[src/rtl/io_input_conditioner_if.sv]
// Raw board inputs and conditioned input-port words exchanged with the conditioner.
interface io_input_conditioner_if;
   logic [3:0]  in0_0;
   logic [3:0]  in0_1;
   logic [3:0]  in1_0;
   logic [3:0]  in1_1;
   logic        ctrl_plus;
   logic [31:0] in_port0;
   logic [31:0] in_port1;
   logic        ctrl_level;
   logic        ctrl_pulse;
   logic [7:0]  press_count;
   logic        port_update;

   modport master (
      output in0_0, in0_1, in1_0, in1_1, ctrl_plus,
      input  in_port0, in_port1, ctrl_level, ctrl_pulse, press_count, port_update
   );

   modport slave (
      input  in0_0, in0_1, in1_0, in1_1, ctrl_plus,
      output in_port0, in_port1, ctrl_level, ctrl_pulse, press_count, port_update
   );
endinterface

[src/rtl/io_input_conditioner.sv]
// Synchronises and debounces switch groups and the push-button, packs the
// stable switch values into the two input-port words and strobes on changes.
module io_input_conditioner_db #(
   parameter int unsigned W               = 4,
   parameter int unsigned DEBOUNCE_CYCLES = 250000,
   parameter int unsigned CNT_W           = 18
) (
   input  logic         clock,
   input  logic         reset,
   input  logic [W-1:0] raw_i,
   output logic [W-1:0] stable_o,
   output logic         accept_o
);
   localparam logic [CNT_W-1:0] LAST = CNT_W'(DEBOUNCE_CYCLES - 1);

   logic [W-1:0]     s1_q, s2_q, stable_q, stable_d;
   logic [CNT_W-1:0] cnt_q, cnt_d;

   // s1 != s2 means s2 changes on this edge, so the window restarts from zero
   // and counting resumes only while s2 holds one value.
   always_comb begin
      stable_d = stable_q;
      cnt_d    = '0;
      accept_o = 1'b0;
      if (s2_q != stable_q) begin
         if (cnt_q == LAST) begin
            stable_d = s2_q;
            accept_o = 1'b1;
         end else if (s1_q == s2_q) begin
            cnt_d = cnt_q + CNT_W'(1);
         end
      end
   end

   always_ff @(posedge clock) begin
      if (reset) begin
         s1_q     <= '0;
         s2_q     <= '0;
         stable_q <= '0;
         cnt_q    <= '0;
      end else begin
         s1_q     <= raw_i;
         s2_q     <= s1_q;
         stable_q <= stable_d;
         cnt_q    <= cnt_d;
      end
   end

   assign stable_o = stable_q;
endmodule

module io_input_conditioner #(
   parameter int unsigned DEBOUNCE_CYCLES = 250000,
   parameter int unsigned CNT_W           = 18
) (
   input logic                    clock,
   input logic                    reset,
   io_input_conditioner_if.slave  bus
);
   logic [3:0] st00, st01, st10, st11;
   logic [3:0] grp_acc;
   logic       btn_st, btn_acc;

   logic       pulse_q, pulse_d;
   logic       update_q, update_d;
   logic [7:0] count_q, count_d;

   io_input_conditioner_db #(.W(4), .DEBOUNCE_CYCLES(DEBOUNCE_CYCLES), .CNT_W(CNT_W)) u_db00 (
      .clock(clock), .reset(reset), .raw_i(bus.in0_0), .stable_o(st00), .accept_o(grp_acc[0]));
   io_input_conditioner_db #(.W(4), .DEBOUNCE_CYCLES(DEBOUNCE_CYCLES), .CNT_W(CNT_W)) u_db01 (
      .clock(clock), .reset(reset), .raw_i(bus.in0_1), .stable_o(st01), .accept_o(grp_acc[1]));
   io_input_conditioner_db #(.W(4), .DEBOUNCE_CYCLES(DEBOUNCE_CYCLES), .CNT_W(CNT_W)) u_db10 (
      .clock(clock), .reset(reset), .raw_i(bus.in1_0), .stable_o(st10), .accept_o(grp_acc[2]));
   io_input_conditioner_db #(.W(4), .DEBOUNCE_CYCLES(DEBOUNCE_CYCLES), .CNT_W(CNT_W)) u_db11 (
      .clock(clock), .reset(reset), .raw_i(bus.in1_1), .stable_o(st11), .accept_o(grp_acc[3]));
   io_input_conditioner_db #(.W(1), .DEBOUNCE_CYCLES(DEBOUNCE_CYCLES), .CNT_W(CNT_W)) u_dbbtn (
      .clock(clock), .reset(reset), .raw_i(bus.ctrl_plus), .stable_o(btn_st), .accept_o(btn_acc));

   // An accepted button update always flips the level, so old level 0 marks a press.
   always_comb begin
      pulse_d  = btn_acc & ~btn_st;
      update_d = |grp_acc;
      count_d  = count_q;
      if (pulse_d) count_d = count_q + 8'd1;
   end

   always_ff @(posedge clock) begin
      if (reset) begin
         pulse_q  <= 1'b0;
         update_q <= 1'b0;
         count_q  <= '0;
      end else begin
         pulse_q  <= pulse_d;
         update_q <= update_d;
         count_q  <= count_d;
      end
   end

   assign bus.in_port0    = {24'b0, st01, st00};
   assign bus.in_port1    = {24'b0, st11, st10};
   assign bus.ctrl_level  = btn_st;
   assign bus.ctrl_pulse  = pulse_q;
   assign bus.press_count = count_q;
   assign bus.port_update = update_q;
endmodule

[src/flat_wrapper.sv]
// flat-port wrapper written by rule: the top's interface ports become plain ports
module io_input_conditioner_flat 
#(
   parameter int unsigned DEBOUNCE_CYCLES = 250000,
   parameter int unsigned CNT_W           = 18
)
  (clock, reset, bus_in0_0, bus_in0_1, bus_in1_0, bus_in1_1, bus_ctrl_plus, bus_in_port0, bus_in_port1, bus_ctrl_level, bus_ctrl_pulse, bus_press_count, bus_port_update);
  io_input_conditioner_if bus_i ();
  input logic clock;
  input logic reset;
  input wire logic [$bits(bus_i.in0_0)-1:0] bus_in0_0;
  input wire logic [$bits(bus_i.in0_1)-1:0] bus_in0_1;
  input wire logic [$bits(bus_i.in1_0)-1:0] bus_in1_0;
  input wire logic [$bits(bus_i.in1_1)-1:0] bus_in1_1;
  input wire logic [$bits(bus_i.ctrl_plus)-1:0] bus_ctrl_plus;
  output wire logic [$bits(bus_i.in_port0)-1:0] bus_in_port0;
  output wire logic [$bits(bus_i.in_port1)-1:0] bus_in_port1;
  output wire logic [$bits(bus_i.ctrl_level)-1:0] bus_ctrl_level;
  output wire logic [$bits(bus_i.ctrl_pulse)-1:0] bus_ctrl_pulse;
  output wire logic [$bits(bus_i.press_count)-1:0] bus_press_count;
  output wire logic [$bits(bus_i.port_update)-1:0] bus_port_update;
  assign bus_i.in0_0 = bus_in0_0;
  assign bus_i.in0_1 = bus_in0_1;
  assign bus_i.in1_0 = bus_in1_0;
  assign bus_i.in1_1 = bus_in1_1;
  assign bus_i.ctrl_plus = bus_ctrl_plus;
  assign bus_in_port0 = bus_i.in_port0;
  assign bus_in_port1 = bus_i.in_port1;
  assign bus_ctrl_level = bus_i.ctrl_level;
  assign bus_ctrl_pulse = bus_i.ctrl_pulse;
  assign bus_press_count = bus_i.press_count;
  assign bus_port_update = bus_i.port_update;
  io_input_conditioner #(.DEBOUNCE_CYCLES(DEBOUNCE_CYCLES), .CNT_W(CNT_W)) u_core (.clock(clock), .reset(reset), .bus(bus_i));
endmodule
[config.mk]
export PLATFORM = sky130hd
export DESIGN_NAME = io_input_conditioner_flat
export DESIGN_NICKNAME = d
export VERILOG_FILES = /design/src/rtl/io_input_conditioner_if.sv /design/src/rtl/io_input_conditioner.sv /design/src/flat_wrapper.sv
export SDC_FILE = /design/constraint.sdc
export NUM_CORES = 1
export LEC_CHECK = 0
export CELL_PAD_IN_SITES_DETAIL_PLACEMENT = 1
export CELL_PAD_IN_SITES_GLOBAL_PLACEMENT = 2
export CORE_AREA = 2 2 170 172
export DETAILED_ROUTE_END_ITERATION = 8
export DIE_AREA = 0 0 172 174
export PLACE_DENSITY = 0.6
export SYNTH_ARGS = -nofsm -noshare
export SYNTH_HDL_FRONTEND = slang
export SYNTH_SLANG_ARGS = --single-unit
[constraint.sdc]
create_clock -name clock -period 2.24 [get_ports clock]
set_input_delay 0.448 -clock clock [delete_from_list [all_inputs] [get_ports clock]]
set_output_delay 0.448 -clock clock [all_outputs]
set_load 0.01 [all_outputs]
==> results.md, run 1 <==
* Cts bufs inserted at 17
* Routed WL at between 15 and 20 mm
* Fraction of layout cells with a size suffix above 1 at 0.0846
* Peak VDD IR at 0.499 mV
* Detailed Routing Iterations Pass 1 at 4
* Hold buffer count at cts at 0
* Dpl cell area at approximately 0.0078 sq mm
* Synth top area cells: dfxtp_1 (44%), xnor2_1 (7.8%), buf_4 (5.3%), nor3_1 (5.1%), xor2_1 (4.0%)
* Io pins at 94
* Startpoint types: flip-flop
* Setup repair bufs after CTS at 0
* Status: completed
* H-tree depth at 4
* WL per Instance at 13.8 microns
* Core Box Area at ~0.028 sq mm
* Sw frac at 0.222
* Initial Util at 0.246
* Vias per cell at between 4 and 5
* Yosys reg bits at 151
* Clock root buffer: clkbuf_16
* Clk pin slew, worst setup/hold paths at 70 ps
* Worst Path Class, Setup: reg -> reg
* Post-route minimum period at slightly above 2000 ps
* Initial DRC Count at 144
* Vias after detailed routing at ~5,500
* Dpl cells at 1,204
* Sequential Power Share at 0.464
* Post-route cell area at 0.00841 sq mm
* Final Hold Viols at 0
* # clock sinks at 151
* Worst-margin pin slew at roughly 540 ps
* Hold endpoint: u_core.u_dbbtn.cnt_q[0]
* Hold Crit Depth at 1
* First-pass GRT wire length at 29.0 mm
* GRT Total Usage at 0.121
* Switching pwr at 0.00131 W
* Post-CTS Resized at 0
* Leakage power at about 2.6 nW
* Area growth, synth to finish at 21.2%
* Net count, final at between 800 and 900
* Worst R2R Setup Slack at ~190 ps
* Longest Clk Path Bufs at 2
* RePlAce Congestion at 0.701
* Worst Path Required at 2580 ps
* IO buf count at 45
* Worst Clk Skew at 13.8 ps
* Syn_area_per_cell at 8.98 sq um
* Die W at about 170 microns
* Post-synth top area cell: dfxtp_1
* FMAX at 488 MHz
* Reg2reg end: u_core.bus.port_update
* Clk Latency, worst-skew pair at 430 ps
* P_int at between 0.004 and 0.005 W
* Vias in the first global route at 5,535
* Clock power share at 0.504
* Cells after synthesis at 773
* Slew Limit Fails at 0
* Worst rel slew slack at 0.634
* EDFF count, synth at 0
* Layout Cells excl Fill at 1,235
* Max-cap violations at 0
* Min-Delay Path Class: reg -> reg
* DRT antenna net count at 0
* TNS Setup at 0 ps
* DRC errors left at 0
* Total die area at 0.0299 sq mm
* Cell Pwr Density at 703 mW/mm^2
* Largest net degree at the start of global routing at 44
* Hold Crit Start: u_core.u_dbbtn.cnt_q[0]
* N_diodes at 0
* Cells on worst reg2reg path at 5
* Synth top cells by count: dfxtp_1 (151), nor3_1 (71), xnor2_1 (62), nand3_1 (54), buf_4 (49)
* Row cnt at 62
* Most common cell in the netlist: dfxtp_1
* TritonCTS clock tree: yes
* DP Worst Slack at 198 ps
* Primary FF master, synth: dfxtp_1
* Initial antenna violation count at 0
* Synth async-reset ratio at 0
* Netlist cell types at 46
* Cell Area, Synth at between 0.006 and 0.007 sq mm
* Worst Slack Setup Final at 190 ps
* Max FO, Critical Path at 8
* Final worst path period share at 0.915
* Ys Warns at 0
* Worst setup EP type: flip-flop
* Post-synth top area share at 0.435
* Crit path DAT at 2390 ps
* Sequential element share of the synthesized area at 0.435
* GRT overflow at 0
* RSZ-0062 raised after global routing: false
* Die Ht at between 150 and 200 microns
* R2R Path Start: u_core.u_db10.cnt_q[0]
* Combinational share of power at 0.032
* # setup viols final at 0
* Final HPWL from detailed placement at 12.0 mm
## routing by layer
| layer | track usage | vias up | share of wire |
|---|---|---|---|
| met5 | 0 | - | 0 |
| met4 | 0.0410 | 0 | 0.013 |
| met3 | 0.0253 | 18 | 0.030 |
| met2 | 0.194 | 66 | 0.46 |
| met1 | 0.162 | 2651 | 0.49 |
| li1 | - | 2770 | - |
## logic make-up (layout without fill, tap and decap cells)
group                      Yosys count  after routing  synth area share
AOI/OAI and AO/OA                   87             87            0.0744
xor gates and xnor gates            94             94             0.119
adders and majority gates            6              6            0.0108
buffers and inverters               96            127            0.0804
DFF                                151            151             0.435
muxes                                1              1           0.00162
other                                1             48          0.000540
and+or+nand+nor                    337            337             0.278
## state kept, by name, summed over array words and instances, names as in the netlist, 8 cells and up
register,cells
u_core.u_db00.cnt_q,18
u_core.u_db01.cnt_q,18
u_core.u_db10.cnt_q,18
u_core.u_db11.cnt_q,18
u_core.u_dbbtn.cnt_q,18
u_core.bus.press_count,8
## cell type report
type / instances / area, sq um
clock buffers: 20 / 457
clock inverters: 11 / 148
fillers: 3370 / 19800
inverters: 20 / 75.1
multi-input cells: 573 / 3540
flip-flops and latches: 151 / 3020
well taps: 384 / 480
repair buffers: 76 / 691
## power groups by stage
stage / Clock, W / Sequential (W) / Combinational (W)
final: 0.00298 / 0.00275 / 0.000189
after detailed placement: 0 / 0.00281 / 0.000193
after global routing: 0.00319 / 0.00275 / 0.000214
after global placement: 0 / 0.00281 / 0.000193
after floorplan: 0 / 0.00280 / 0.000186
after CTS: 0.00309 / 0.00275 / 0.000194
## layout by cell type (no fill, tap or decap), drive strengths merged, types with 15 or more instances in the layout
master,synthesis,routed
dfxtp,151,151
nor3,71,71
xnor2,62,62
nand3,57,57
conb,1,48
clkdlybuf4s50,0,44
nor2b,36,36
nor2,33,33
xor2,32,32
buf,62,32
a21oi,29,29
o21ai,27,27
nand2,24,24
inv,20,21
nand4,20,20
clkbuf,14,20
or4,16,16
or3,15,15
nor4,15,15
## worst max path at each step
| stage | start | endpoint | slack [ps] |
|---|---|---|---|
| final | u_core.u_db10.cnt_q[0] | u_core.bus.port_update | 190 |
| after CTS | u_core.u_db10.cnt_q[0] | u_core.bus.port_update | 170 |
| after detailed placement | u_core.u_db10.cnt_q[0] | u_core.bus.port_update | 200 |
| after global placement | u_core.u_db10.cnt_q[5] | u_core.u_db10.cnt_q[8] | 230 |
| after floorplan | u_core.u_db01.cnt_q[0] | u_core.u_db01.cnt_q[10] | 390 |
| after global routing | u_core.u_db10.cnt_q[0] | u_core.bus.port_update | 30 |
## metrics by stage
| step | utilization | total power (W) | hold WS (ps) |
|---|---|---|---|
| after floorplan | - | 0.00298 | 430 |
| after global placement | 0.276 | 0.00300 | 447 |
| after detailed placement | 0.276 | 0.00300 | 455 |
| after CTS | 0.298 | 0.00603 | 468 |
| after global routing | 0.298 | 0.00615 | 488 |
| final | 0.298 | 0.00591 | 465 |
## critical path, stage by stage, from the launching register on
cell and delay, ps:
dfxtp_1 380, ha_1 200, nand3_1 290, or3_1 510, or3b_1 410, a41oi_1 170
Power figures use the tool's default switching activity.
==> inputs of run 2 (changes only) <==
- SLEW_MARGIN: default -> 25
==> results of run 2 <==
No change in the layout: final DEF, timing and power equal those of run 1.
==> inputs of run 3 (changes only) <==
- clock period: 2.24 -> 2.5 ns (I/O delays scaled with it)
==> run 3 against run 2 <==
  * Worst setup slack better by 290 ps
  * Routed wire length decreased by 2.0%
  * Die area did not move
  * Non-clock buffer count is 12 lower
  * Sequential share of layout area increased by 0.58 points
  * First-iteration DRC count rose by 32%
  * Critical path type unchanged
  * Largest cell class unchanged
==> results.md, run 3 (synthesized netlist as in run 1, its figures left out) <==
* Status: completed
* Commonest non-fill, non-tap cell in the layout: dfxtp_1
* FMAX at 495 MHz (+1.6%)
* Area of the multi-input gates at 0.00354 sq mm (unchanged)
* IO buf count at 45 (unchanged)
* Crit path DAT at 2360 ps (-30 ps)
* RePlAce Congestion at 0.704 (+0.41%)
* Peak VDD IR at 0.419 mV (-16%)
* Vias per cell at 4.44 (-0.29%)
* Clock power share at 0.485 (-0.019)
* Max stage delay on crit path at 530 ps (+20 ps)
* Worst setup EP type: flip-flop
* Clock root buffer: clkbuf_16
* GRT overflow at 0 (unchanged)
* DRC errors left at 0 (unchanged)
* Die W at 172 microns (unchanged)
* Detailed Routing Iterations Pass 1 at 4 (unchanged)
* H-tree depth at 4 (unchanged)
* Max-cap violations at 0 (unchanged)
* First-pass GRT wire length at 28.4 mm (-1.9%)
* Worst-path cell chain: ha_1 > nand3_1 > or3_1 > or3b_1 > a41oi_1
* Switching pwr at 0.00120 W (-8.9%)
* Reg area at 0.00302 sq mm (unchanged)
* Worst Path Required at 2840 ps (+260 ps)
* TNS Setup at 0 ps (unchanged)
* Total die area at 0.0299 sq mm (unchanged)
* Io pins at 94 (unchanged)
* Slew Limit Fails at 0 (unchanged)
* Initial Util at 0.246 (unchanged)
* Core Box Area at 0.0282 sq mm (unchanged)
* # setup viols final at 0 (unchanged)
* N_diodes at 0 (unchanged)
* Initial DRC Count at 190 (+32%)
* Initial antenna violation count at 0 (unchanged)
* Longest Clk Path Bufs at 2 (unchanged)
* Worst Path Class, Setup: reg -> reg
* RSZ-0062 raised after global routing: false
* Worst rel slew slack at 0.573 (-0.0608)
* Cell Pwr Density at 616 mW/mm^2 (-12%)
* Sw frac at 0.235 (+0.0125)
* Final Hold Viols at 0 (unchanged)
* Final HPWL from detailed placement at 11.5 mm (-4.0%)
* Fraction of layout cells with a size suffix above 1 at 0.0738 (-0.0108)
* Combinational share of power at 0.033 (about the same)
* Die Ht at 174 microns (unchanged)
* Net count, final at 852 (-1.4%)
* Routed WL at 16.7 mm (-2.0%)
* Cts bufs inserted at 17 (unchanged)
* Worst Clk Skew at 13.4 ps (-0.409 ps)
* Clk pin slew, worst setup/hold paths at 70 ps (about the same)
* P_int at 0.00390 W (-15%)
* Hold buffer count at cts at 0 (unchanged)
* # clock sinks at 151 (unchanged)
* Setup repair bufs after CTS at 0 (unchanged)
* Clk Latency, worst-skew pair at 420 ps (about the same)
* Worst-margin pin slew at 641 ps (+96.3 ps)
* DRT antenna net count at 0 (unchanged)
* Area growth, synth to finish at 19.3%
* TritonCTS clock tree: yes
* Max FO, Critical Path at 8 (unchanged)
* Vias after detailed routing at 5,440 (-1.2%)
* DP Worst Slack at 473 ps (+275 ps)
* Worst Slack Setup Final at 481 ps (+291 ps)
* Sequential Power Share at 0.482 (+0.018)
* Most frequent cells in the layout: dfxtp_1 (151), nor3_1 (71), xnor2_1 (62)
* Post-route minimum period at 2020 ps (-31.4 ps)
* Fillers at 3,359 (-0.33%)
* Leakage power at 2.57 nW (-2.3%)
* Fin util at 0.293 (-0.00470)
* WL per Instance at 13.7 microns (-1.2%)
* Worst path slowest cell: or3_1
* Vias in the first global route at 5,586 (+0.92%)
* Largest net degree at the start of global routing at 67 (+52%)
* Startpoint types: flip-flop
* GRT Total Usage at 0.118 (-0.00329)
* Post-CTS Resized at 0 (unchanged)
* Min-Delay Path Class: reg -> reg
* Row cnt at 62 (unchanged)
* Final worst path period share at 0.807 (-0.108)
-- run 3: cell types whose count changed in the layout (fill, tap and decap cells not counted), sizes merged --
cell | before | now
buf | 32 | 20
clkinv | 3 | 7
clkinvlp | 4 | 2
clkbuf | 20 | 18
bufinv | 3 | 1
inv | 21 | 24
-- run 3: stage by stage --
step / cells / hold WS (ps) / power (W) / area, sq um
after detailed placement: 1192 / 460 / 0.00268 / 7720
after floorplan: 820 / 430 / 0.00267 / 7120
after global placement: 1192 / 445 / 0.00269 / 7720
after CTS: 1224 / 477 / 0.00522 / 8280
final: 1224 / 468 / 0.00510 / 8280
after global routing: 1224 / 489 / 0.00534 / 8280
-- run 3: worst paths after layout --
check                           from                 endpoint  slack (ps)  depth (start not counted)
max           u_core.u_db10.cnt_q[0]   u_core.bus.port_update         480                          5
min          u_core.u_dbbtn.cnt_q[0]  u_core.u_dbbtn.cnt_q[0]         470                          1
max reg2reg   u_core.u_db10.cnt_q[0]   u_core.bus.port_update         480                          5
min reg2reg  u_core.u_dbbtn.cnt_q[0]  u_core.u_dbbtn.cnt_q[0]         470                          1
-- run 3: area by class of cell --
class                      instances  area share
multi-input combinational        573       0.427
sequential                       151       0.365
timing repair buffer              64      0.0726
tap                              384      0.0580
clock buffer                      18      0.0531
clock inverter                    14      0.0148
inverter                          20     0.00907
-- run 3: power groups by stage --
| stage | clock (W) | sequential, W | combinational (W) |
|---|---|---|---|
| floorplan | 0 | 0.00251 | 0.000167 |
| detailed placement | 0 | 0.00251 | 0.000170 |
| global route | 0.00269 | 0.00246 | 0.000187 |
| finish | 0.00247 | 0.00246 | 0.000168 |
| CTS | 0.00259 | 0.00246 | 0.000171 |
| global placement | 0 | 0.00251 | 0.000171 |
-- run 3: critical path, delay by kind of cell (launching register included) --
kind / cells / cell delay (ps)
AOI/OAI and AO/OA: 1 / 150
and+or+nand+nor: 3 / 1210
adders and majority gates: 1 / 200
DFF: 1 / 370
-- run 3: metal layers --
layer	part of all wire	vias to the layer above	routed length (microns)	track usage
li1	-	2740	-	-
met1	0.51	2613	8550	0.162
met2	0.45	75	7520	0.183
met3	0.031	12	513	0.0266
met4	0.010	0	170	0.0357
met5	0	-	0	0
